## src/rtl/bus_master_port.sv

```systemverilog
// Serial-bus master port: takes a parallel read/write request, wins the bus,
// shifts address/write data out LSB-first and deserialises read responses.
module bus_master_port #(
    parameter int ADDR_WIDTH = 12,
    parameter int DATA_WIDTH = 8,
    parameter int TIMEOUT    = 255
) (
    input  logic                  clk,
    input  logic                  rstn,
    input  logic                  dreq,
    input  logic                  dmode,
    input  logic [ADDR_WIDTH-1:0] daddr,
    input  logic [DATA_WIDTH-1:0] dwdata,
    output logic                  dready,
    output logic                  dvalid,
    output logic                  derr,
    output logic [DATA_WIDTH-1:0] drdata,
    output logic                  mbreq,
    input  logic                  mbgrant,
    output logic                  mwdata,
    output logic                  mmode,
    output logic                  mvalid,
    input  logic                  mrdata,
    input  logic                  svalid,
    input  logic                  sready,
    input  logic                  ssplit
);

    localparam int MAX_W = (ADDR_WIDTH > DATA_WIDTH) ? ADDR_WIDTH : DATA_WIDTH;
    localparam int BC_W  = $clog2(MAX_W) + 1;
    localparam int TO_W  = $clog2(TIMEOUT + 1);
    localparam int AI_W  = (ADDR_WIDTH > 1) ? $clog2(ADDR_WIDTH) : 1;
    localparam int DI_W  = (DATA_WIDTH > 1) ? $clog2(DATA_WIDTH) : 1;

    localparam logic [BC_W-1:0] BC_ONE    = BC_W'(1);
    localparam logic [BC_W-1:0] ADDR_LAST = BC_W'(ADDR_WIDTH - 1);
    localparam logic [BC_W-1:0] DATA_LAST = BC_W'(DATA_WIDTH - 1);
    localparam logic [TO_W-1:0] TO_ONE    = TO_W'(1);
    localparam logic [TO_W-1:0] TO_MAX    = TO_W'(TIMEOUT);

    typedef enum logic [2:0] {
        IDLE, REQ, ADDR, WDATA, RWAIT, SPLIT, RDATA, DONE
    } state_t;

    state_t                  state_q, state_n;
    logic [BC_W-1:0]         bitcnt_q, bitcnt_n;
    logic [TO_W-1:0]         tocnt_q, tocnt_n;
    logic                    split_q, split_n;

    logic                    mode_q;
    logic [ADDR_WIDTH-1:0]   addr_q;
    logic [DATA_WIDTH-1:0]   wdata_q;
    logic [DATA_WIDTH-1:0]   rdbuf_q;
    logic [DATA_WIDTH-1:0]   rd_word;

    logic                    accept;
    logic                    capture;
    logic                    load_word;
    logic                    timed_out;

    logic                    mbreq_n, mvalid_n, mwdata_n, mmode_n, dvalid_n, derr_n;

    assign dready = (state_q == IDLE);

    // Read buffer with the bit arriving this cycle merged in at its position.
    always_comb begin
        rd_word = rdbuf_q;
        rd_word[bitcnt_q[DI_W-1:0]] = mrdata;
    end

    always_comb begin
        state_n   = state_q;
        bitcnt_n  = bitcnt_q;
        tocnt_n   = tocnt_q;
        split_n   = split_q;
        accept    = 1'b0;
        capture   = 1'b0;
        load_word = 1'b0;
        timed_out = 1'b0;

        case (state_q)
            IDLE: begin
                if (dreq) begin
                    accept   = 1'b1;
                    state_n  = REQ;
                    bitcnt_n = '0;
                    tocnt_n  = '0;
                    split_n  = 1'b0;
                end
            end
            REQ: begin
                if (mbgrant && sready) begin
                    state_n  = ADDR;
                    bitcnt_n = '0;
                end
            end
            ADDR: begin
                if (bitcnt_q == ADDR_LAST) begin
                    bitcnt_n = '0;
                    state_n  = mode_q ? WDATA : RWAIT;
                end else begin
                    bitcnt_n = bitcnt_q + BC_ONE;
                end
            end
            WDATA: begin
                if (bitcnt_q == DATA_LAST) begin
                    bitcnt_n = '0;
                    state_n  = DONE;
                end else begin
                    bitcnt_n = bitcnt_q + BC_ONE;
                end
            end
            RWAIT, SPLIT: begin
                if (svalid) begin
                    capture  = 1'b1;
                    bitcnt_n = BC_ONE;
                    state_n  = RDATA;
                end else if ((state_q == RWAIT) && ssplit) begin
                    state_n = SPLIT;
                    split_n = 1'b1;
                end else begin
                    // Saturating wait counter shared by RWAIT and SPLIT.
                    tocnt_n = (tocnt_q == TO_MAX) ? tocnt_q : tocnt_q + TO_ONE;
                    if (tocnt_n == TO_MAX) begin
                        timed_out = 1'b1;
                        state_n   = DONE;
                    end
                end
            end
            RDATA: begin
                if (svalid) begin
                    capture = 1'b1;
                    if (bitcnt_q == DATA_LAST) begin
                        load_word = 1'b1;
                        bitcnt_n  = '0;
                        state_n   = DONE;
                    end else begin
                        bitcnt_n = bitcnt_q + BC_ONE;
                    end
                end
            end
            DONE: begin
                state_n = IDLE;
            end
            default: begin
                state_n = IDLE;
            end
        endcase

        // Outputs are registered, so they are decoded from the state being entered.
        mvalid_n = (state_n == ADDR) || (state_n == WDATA);
        mmode_n  = mode_q && mvalid_n;
        mwdata_n = 1'b0;
        if (state_n == ADDR) begin
            mwdata_n = addr_q[bitcnt_n[AI_W-1:0]];
        end else if (state_n == WDATA) begin
            mwdata_n = wdata_q[bitcnt_n[DI_W-1:0]];
        end
        mbreq_n  = (state_n == REQ) || (state_n == ADDR) || (state_n == WDATA) ||
                   (state_n == RWAIT) || ((state_n == RDATA) && !split_n);
        dvalid_n = (state_n == DONE);
        derr_n   = timed_out;
    end

    always_ff @(posedge clk or negedge rstn) begin
        if (!rstn) begin
            state_q  <= IDLE;
            bitcnt_q <= '0;
            tocnt_q  <= '0;
            split_q  <= 1'b0;
            mbreq    <= 1'b0;
            mvalid   <= 1'b0;
            mwdata   <= 1'b0;
            mmode    <= 1'b0;
            dvalid   <= 1'b0;
            derr     <= 1'b0;
            drdata   <= '0;
        end else begin
            state_q  <= state_n;
            bitcnt_q <= bitcnt_n;
            tocnt_q  <= tocnt_n;
            split_q  <= split_n;
            mbreq    <= mbreq_n;
            mvalid   <= mvalid_n;
            mwdata   <= mwdata_n;
            mmode    <= mmode_n;
            dvalid   <= dvalid_n;
            derr     <= derr_n;
            if (load_word) begin
                drdata <= rd_word;
            end
        end
    end

    // Request payload and read shift buffer carry no reset; they are only
    // consumed after being written by an accepted transaction.
    always_ff @(posedge clk) begin
        if (accept) begin
            mode_q  <= dmode;
            addr_q  <= daddr;
            wdata_q <= dwdata;
        end
        if (capture) begin
            rdbuf_q <= rd_word;
        end
    end

endmodule

```

## config.mk

```make
export PLATFORM = sky130hd
export DESIGN_NAME = bus_master_port
export DESIGN_NICKNAME = d
export VERILOG_FILES = /design/src/rtl/bus_master_port.sv
export SDC_FILE = /design/constraint.sdc
export NUM_CORES = 1
export LEC_CHECK = 0
export BUFFER_PORTS_ARGS = -buffer_cell sky130_fd_sc_hd__buf_2
export CAP_MARGIN = 20
export CORE_MARGIN = 4
export CORE_UTILIZATION = 30
export CTS_BUF_LIST = sky130_fd_sc_hd__clkbuf_8
export DETAILED_ROUTE_END_ITERATION = 10
export SKIP_LAST_GASP = 1
export SLEW_MARGIN = 25
export SYNTH_ARGS = -nofsm -noshare
export SYNTH_HDL_FRONTEND = slang
export SYNTH_SLANG_ARGS = --single-unit
```

## constraint.sdc

```tcl
create_clock -name clk -period 2.8 [get_ports clk]
set_input_delay 0.42 -clock clk [delete_from_list [all_inputs] [get_ports clk]]
set_output_delay 0.42 -clock clk [all_outputs]
set_load 0.05 [all_outputs]
```

# ---- Yosys cells after proc, flatten, opt, wreduce, memory -nomap -nowiden
# Cells that the tools add are included.
dict set report op_classes {
  n_reduce_logical 18
  shifts 0
  eq_ne 23
  n_lt_le_gt_ge 4
  addsub 2
  muxes 46
  mul 0
  div 0
  bitwise 0
}
# op count
set op_table {}
lappend op_table {{$mux W8} 4}
lappend op_table {{$mux W5} 6}
lappend op_table {{$pmux W5 S6} 1}
lappend op_table {{$mux W3} 9}
lappend op_table {{$eq A3 B3 Y1 const B} 7}
lappend op_table {{$pmux W3 S7} 1}
lappend op_table {{$mux W1} 19}
lappend op_table {{$eq A8 B8 Y1 const B} 2}
lappend op_table {{$pmux W8 S2} 1}
lappend op_table {{$eq A3 B2 Y1 const B} 4}
lappend op_table {{$ne A2 B2 Y1 const B} 6}
lappend op_table {{$add A8 B1 Y8 const B} 1}
lappend op_table {{$bwmux W8} 1}
lappend op_table {{$lt A3 B4 Y1 const B} 2}
lappend op_table {{$eq A3 B1 Y1 const B} 2}
lappend op_table {{$reduce_bool A6 Y1} 1}
lappend op_table {{$add A5 B1 Y5 const B} 1}
lappend op_table {{$eq A5 B3 Y1 const B} 1}
lappend op_table {{$eq A5 B4 Y1 const B} 1}
lappend op_table {{$logic_and A1 B1 Y1} 5}
lappend op_table {{$logic_or A1 B1 Y1} 5}
lappend op_table {{$lt A4 B5 Y1 const B} 1}
lappend op_table {{$reduce_and A5 Y1} 1}
lappend op_table {{$bmux W1 S4} 1}
lappend op_table {{10 further kinds} 10}
dict set report totals {
  ramBits 0
  latchBits 0
  input_bits 29
  rom_bits 0
  out_inout_bits 15
  register_bits 60
  wordCells 109
  memories 0
}

# ---- Depth between registers and ports, before layout
dict set report logic_depth {
  depth_word 12
  mapped_depth 10
  ltp_nobuf 9
}

# ---- Worst setup path after synthesis
# Ideal clock, no wire load.
dict set report synth_timing {
  path_type {register to register}
  from {reg state_q[1]}
  to {reg addr_q[0], enable pin}
  setup_time_ns 0.376
  t_arrival_ns 2.632
  slack_ns -0.208
  path_buffers 2
  required_ns 2.424
  path_stages_with_launch 6
  period_less_slack_ns 3.008
  path_cell_list {dfrtp_1 -> buf_2 -> buf_1 -> nor3_1 -> o21ai_0 -> inv_1}
}
dict set report synth_via {
  elab_chain_cells 2
}
# element line_no
set synth_rtl {}
lappend synth_rtl {{start: declaration} 45} ;# state_t state_q, state_n;
lappend synth_rtl {{start signal: assignment} 179} ;# state_q <= state_n;
lappend synth_rtl {{$logic_not A3 Y1} -}
lappend synth_rtl {{net dready} 14} ;# output logic dready,
lappend synth_rtl {{$mux W1} 81} ;# case (state_q)
lappend synth_rtl {{net accept} 56} ;# logic accept;
lappend synth_rtl {{end signal: assignment} 200} ;# addr_q <= daddr;
lappend synth_rtl {{end: declaration} 51} ;# logic [ADDR_WIDTH-1:0] addr_q;
# The timed path passes the listed nets, and every way through them passes these cells.
# A chain may end at the register's enable or synchronous reset.

# ---- Final worst setup path
dict set report layout_timing {
  from {reg bitcnt_q[1]}
  to {reg mwdata}
}
dict set report layout_via {
  elab_chain_cells 8
  elab_cells_between_ends 22
  cone_classes {add/sub (1); eq/ne (4); mux (17)}
}
# element line_no
set layout_rtl {}
lappend layout_rtl {{start: declaration} 46} ;# logic [BC_W-1:0] bitcnt_q, bitcnt_n;
lappend layout_rtl {{start signal: assignment} 180} ;# bitcnt_q <= bitcnt_n;
lappend layout_rtl {{$add A5 B1 Y5 or $eq A5 B3 Y1 (tied branches)} -}
lappend layout_rtl {{$mux W5} {106, 133}}
lappend layout_rtl {{$mux W5} 131} ;# if (svalid) begin
lappend layout_rtl {{$pmux W5 S6} 81}
lappend layout_rtl {{$bmux W1 S3} 157} ;# mwdata_n = wdata_q[bitcnt_n[DI_W-1:0]];
lappend layout_rtl {{$mux W1 (implied by the code)} 157}
lappend layout_rtl {{$mux W1} 156} ;# end else if (state_n == WDATA) begin
lappend layout_rtl {{$mux W1 *} 154} ;# if (state_n == ADDR) begin
lappend layout_rtl {{net mwdata_n} 61} ;# logic mbreq_n, mvalid_n, mwdata_n, mmode_n, dvalid_n, derr_n;
lappend layout_rtl {{end signal: assignment} 185} ;# mwdata <= mwdata_n;
lappend layout_rtl {{end: declaration} 20} ;# output logic mwdata,
# The timed path passes the listed nets; every way through them passes the cells marked *. The select of a mux whose other input is x is not followed.

==> flow_metrics.tcl <==
set metrics [dict create \
    status "completed" \
    drt_pass1_iterations 4 \
    wl_um 6372 \
    cts.clk_slew.worst_paths_ns 0.07 \
    cts_max_path_buffers 2 \
    dp.cells 429 \
    fin_setup_tns_ns 0 \
    clkSinkCount 60 \
    regToRegEndpoint "mwdata" \
    post_cts_buffers 0 \
    grt.overflow.total 0 \
    synthArstFlopShare_pct 51.67 \
    power_w 0.003577 \
    synth.distinct_cells 49 \
    crit_type "flop to flop" \
    rsz0062_at_grt "false" \
    drcViolationCount 0 \
    cts_tree "done" \
    layout_common_cells "buf_2 (43), dfrtp_1 (31), edfxtp_1 (29), nand2_1 (25), nor2_1 (21)" \
    finalNonFillerCells 445 \
    core-area_um2 9415 \
    whs_ns 0.1251 \
    crit_path_start_kind "flop" \
    netlist_area_um2 2954 \
    area_growth_syn_to_layout_pct 20.16 \
    fill_cells 941 \
    max_freq_mhz 390.6 \
    grt_max_degree 32 \
    cts_inserted_buffers 9 \
    internal_power_w 0.002165 \
    dr.first_iter.drc_count 175 \
    ctsResizeCount 0 \
    grt_antenna_before_repair 0 \
    p_clk_share_pct 21.0 \
    p_per_area_nw_per_um2 1008 \
    synth-warning-count 0 \
    layout_commonest_cell "buf_2" \
    io_buffers 43 \
    worstPathRequired_ns 3.01 \
    start_util_pct 31.38 \
    end_kind "flop" \
    grt_pass1_wl_um 10630 \
    drive_gt1_share_pct 28.80 \
    wl_per_cell_um 14.32 \
    synth-edff-count 29 \
    grt_pass1_vias 2211 \
    syn_area_per_cell_um2 11.41 \
    clock-root-buffer "clkbuf_8" \
    fp.dieArea_um2 11500 \
    p_comb_share_pct 42.7 \
    syn_nets 290 \
    place_congestion 0.8529 \
    ctsHoldBuffers 0 \
    hold_class "input pin to asynchronous set/reset pin" \
    r2r-start "bitcnt_q[1]" \
    reg2reg_slack_ns 0.24 \
    ys.flop_type "dfrtp_1" \
    period_share_pct 91.43 \
    dieWidth_um 107.2 \
    htree_num_levels 3 \
    hold_viol 0 \
    clock_latency_ns 0.34 \
    synthCells 259 \
    critical_path.max_fanout 9 \
    leakage_nw 1.466 \
    slew-limit-headroom_pct 44.86 \
    finalNetCount 342 \
    final-setup-viol-count 0 \
    rows 35 \
    min_period_ns 2.560 \
    skew_ns 0.008321 \
    cp.arrival_ns 2.77 \
    drv_cap 0 \
    die_y_um 107.2 \
    power_switching_share_pct 39.47 \
    tightest_slew_ns 0.8271 \
    reg2regPathDepth 10 \
    synth_seq_cells 60 \
    vdd_drop_max_v 0.0005675 \
    viasPerCell 4.964 \
    dp_hpwl_um 4631 \
    vias 2209 \
    pwr-share-seq_pct 36.3 \
    grt_use_total_pct 11.89 \
    pin_count 44 \
    p_switching_w 0.001412 \
    ant_nets 0 \
    diodes 0 \
    seq_area_frac_synth_pct 55.74 \
    drv_slew 0 \
]
flip-flops by register name, indices dropped and copies added, names as in the netlist:
| signal | flops |
|---|---|
| mode_q | 1 |
| mwdata | 1 |
| split_q | 1 |
| derr | 1 |
| bitcnt_q | 5 |
| drdata | 8 |
| rdbuf_q | 8 |
| mvalid | 1 |
| addr_q | 12 |
| tocnt_q | 8 |
| state_q | 3 |
| mmode | 1 |
| dvalid | 1 |
| wdata_q | 8 |
| mbreq | 1 |
cell usage after synthesis (3+ instances only):
cell type / instances / share of area, %
clkbuf_1: 3 / 0.38
and3_1: 4 / 0.85
nand2_1: 25 / 3.2
o21ai_0: 11 / 1.9
mux2i_1: 14 / 4.7
buf_2: 4 / 0.68
a22oi_1: 4 / 1.0
dfrtp_1: 31 / 26
nor3_1: 4 / 0.68
o211ai_1: 3 / 0.76
nand4_1: 4 / 0.85
edfxtp_1: 29 / 29
a31oi_1: 6 / 1.3
a21oi_1: 13 / 2.2
a22o_1: 3 / 0.89
nand3_1: 9 / 1.5
nor2_1: 21 / 2.7
a41oi_1: 3 / 0.89
inv_1: 10 / 1.3
nand4b_1: 3 / 0.89
mux2_2: 17 / 6.5
per-layer routing:
metal,track usage (%),up-vias,part of all wire [%]
met5,0,-,0
met4,5.114,0,1.5
met2,17.52,71,46
met3,3.612,8,5.4
li1,-,1088,-
met1,16.12,1042,47
metrics by stage:
| step | setup WS, ns | instance area, um2 | util, % |
|---|---|---|---|
| detailed placement | 0.2814 | 3358 | 35.67 |
| global route | 0.04629 | 3550 | 37.70 |
| CTS | 0.2138 | 3550 | 37.70 |
| finish | 0.2400 | 3550 | 37.70 |
| floorplan | 0.3116 | 2959 | - |
| global placement | 0.3633 | 3358 | 35.67 |
power groups by stage:
stage                     Clock, W  Combinational (W)  Sequential, W
after global placement           0            0.00150        0.00131
after CTS                 0.000782            0.00154        0.00130
after detailed placement         0            0.00152        0.00131
after global routing      0.000830            0.00168        0.00133
final                     0.000751            0.00153        0.00130
after floorplan                  0            0.00108        0.00134
cell type report:
class,count,area (um2),share of cell area [%]
Clock buffer,9,123.9,3.490
Inverter,10,37.54,1.057
Sequential cell,60,1647,46.39
Clock inverter,7,67.56,1.903
Tap cell,129,161.4,4.547
Multi-Input combinational cell,178,1217,34.30
Timing Repair Buffer,52,295.3,8.319
worst max path at each step:
stage	start	endpoint	slack, ns	cells after the start
after floorplan	state_q[1]	addr_q[0]	0.31	5
after global placement	bitcnt_q[1]	mwdata	0.36	10
after detailed placement	bitcnt_q[1]	mwdata	0.28	10
after CTS	bitcnt_q[1]	mwdata	0.21	10
after global routing	bitcnt_q[1]	mwdata	0.05	10
final	bitcnt_q[1]	mwdata	0.24	10
cells by family (layout without fill, tap and decap cells):
kind of cell	Yosys count	after routing	share of synthesized area (%)
buffers and inverters	21	78	3.219
xor gates and xnor gates	1	1	0.2965
DFF	60	60	55.74
muxes	31	31	11.22
AOI/OAI and AO/OA	57	57	13.26
adders and majority gates	2	2	0.8470
and+or+nand+nor	87	87	15.42
critical path: stages, from the launching register on:
cell      delay, ns
dfrtp_1        0.46
ha_1           0.27
and4bb_2       0.29
o221ai_2       0.20
nand3_1        0.17
o22ai_1        0.28
buf_12         0.17
mux2i_1        0.18
mux2i_1        0.09
a32oi_1        0.21
a31oi_1        0.12
(Power assumes the default switching activity.)
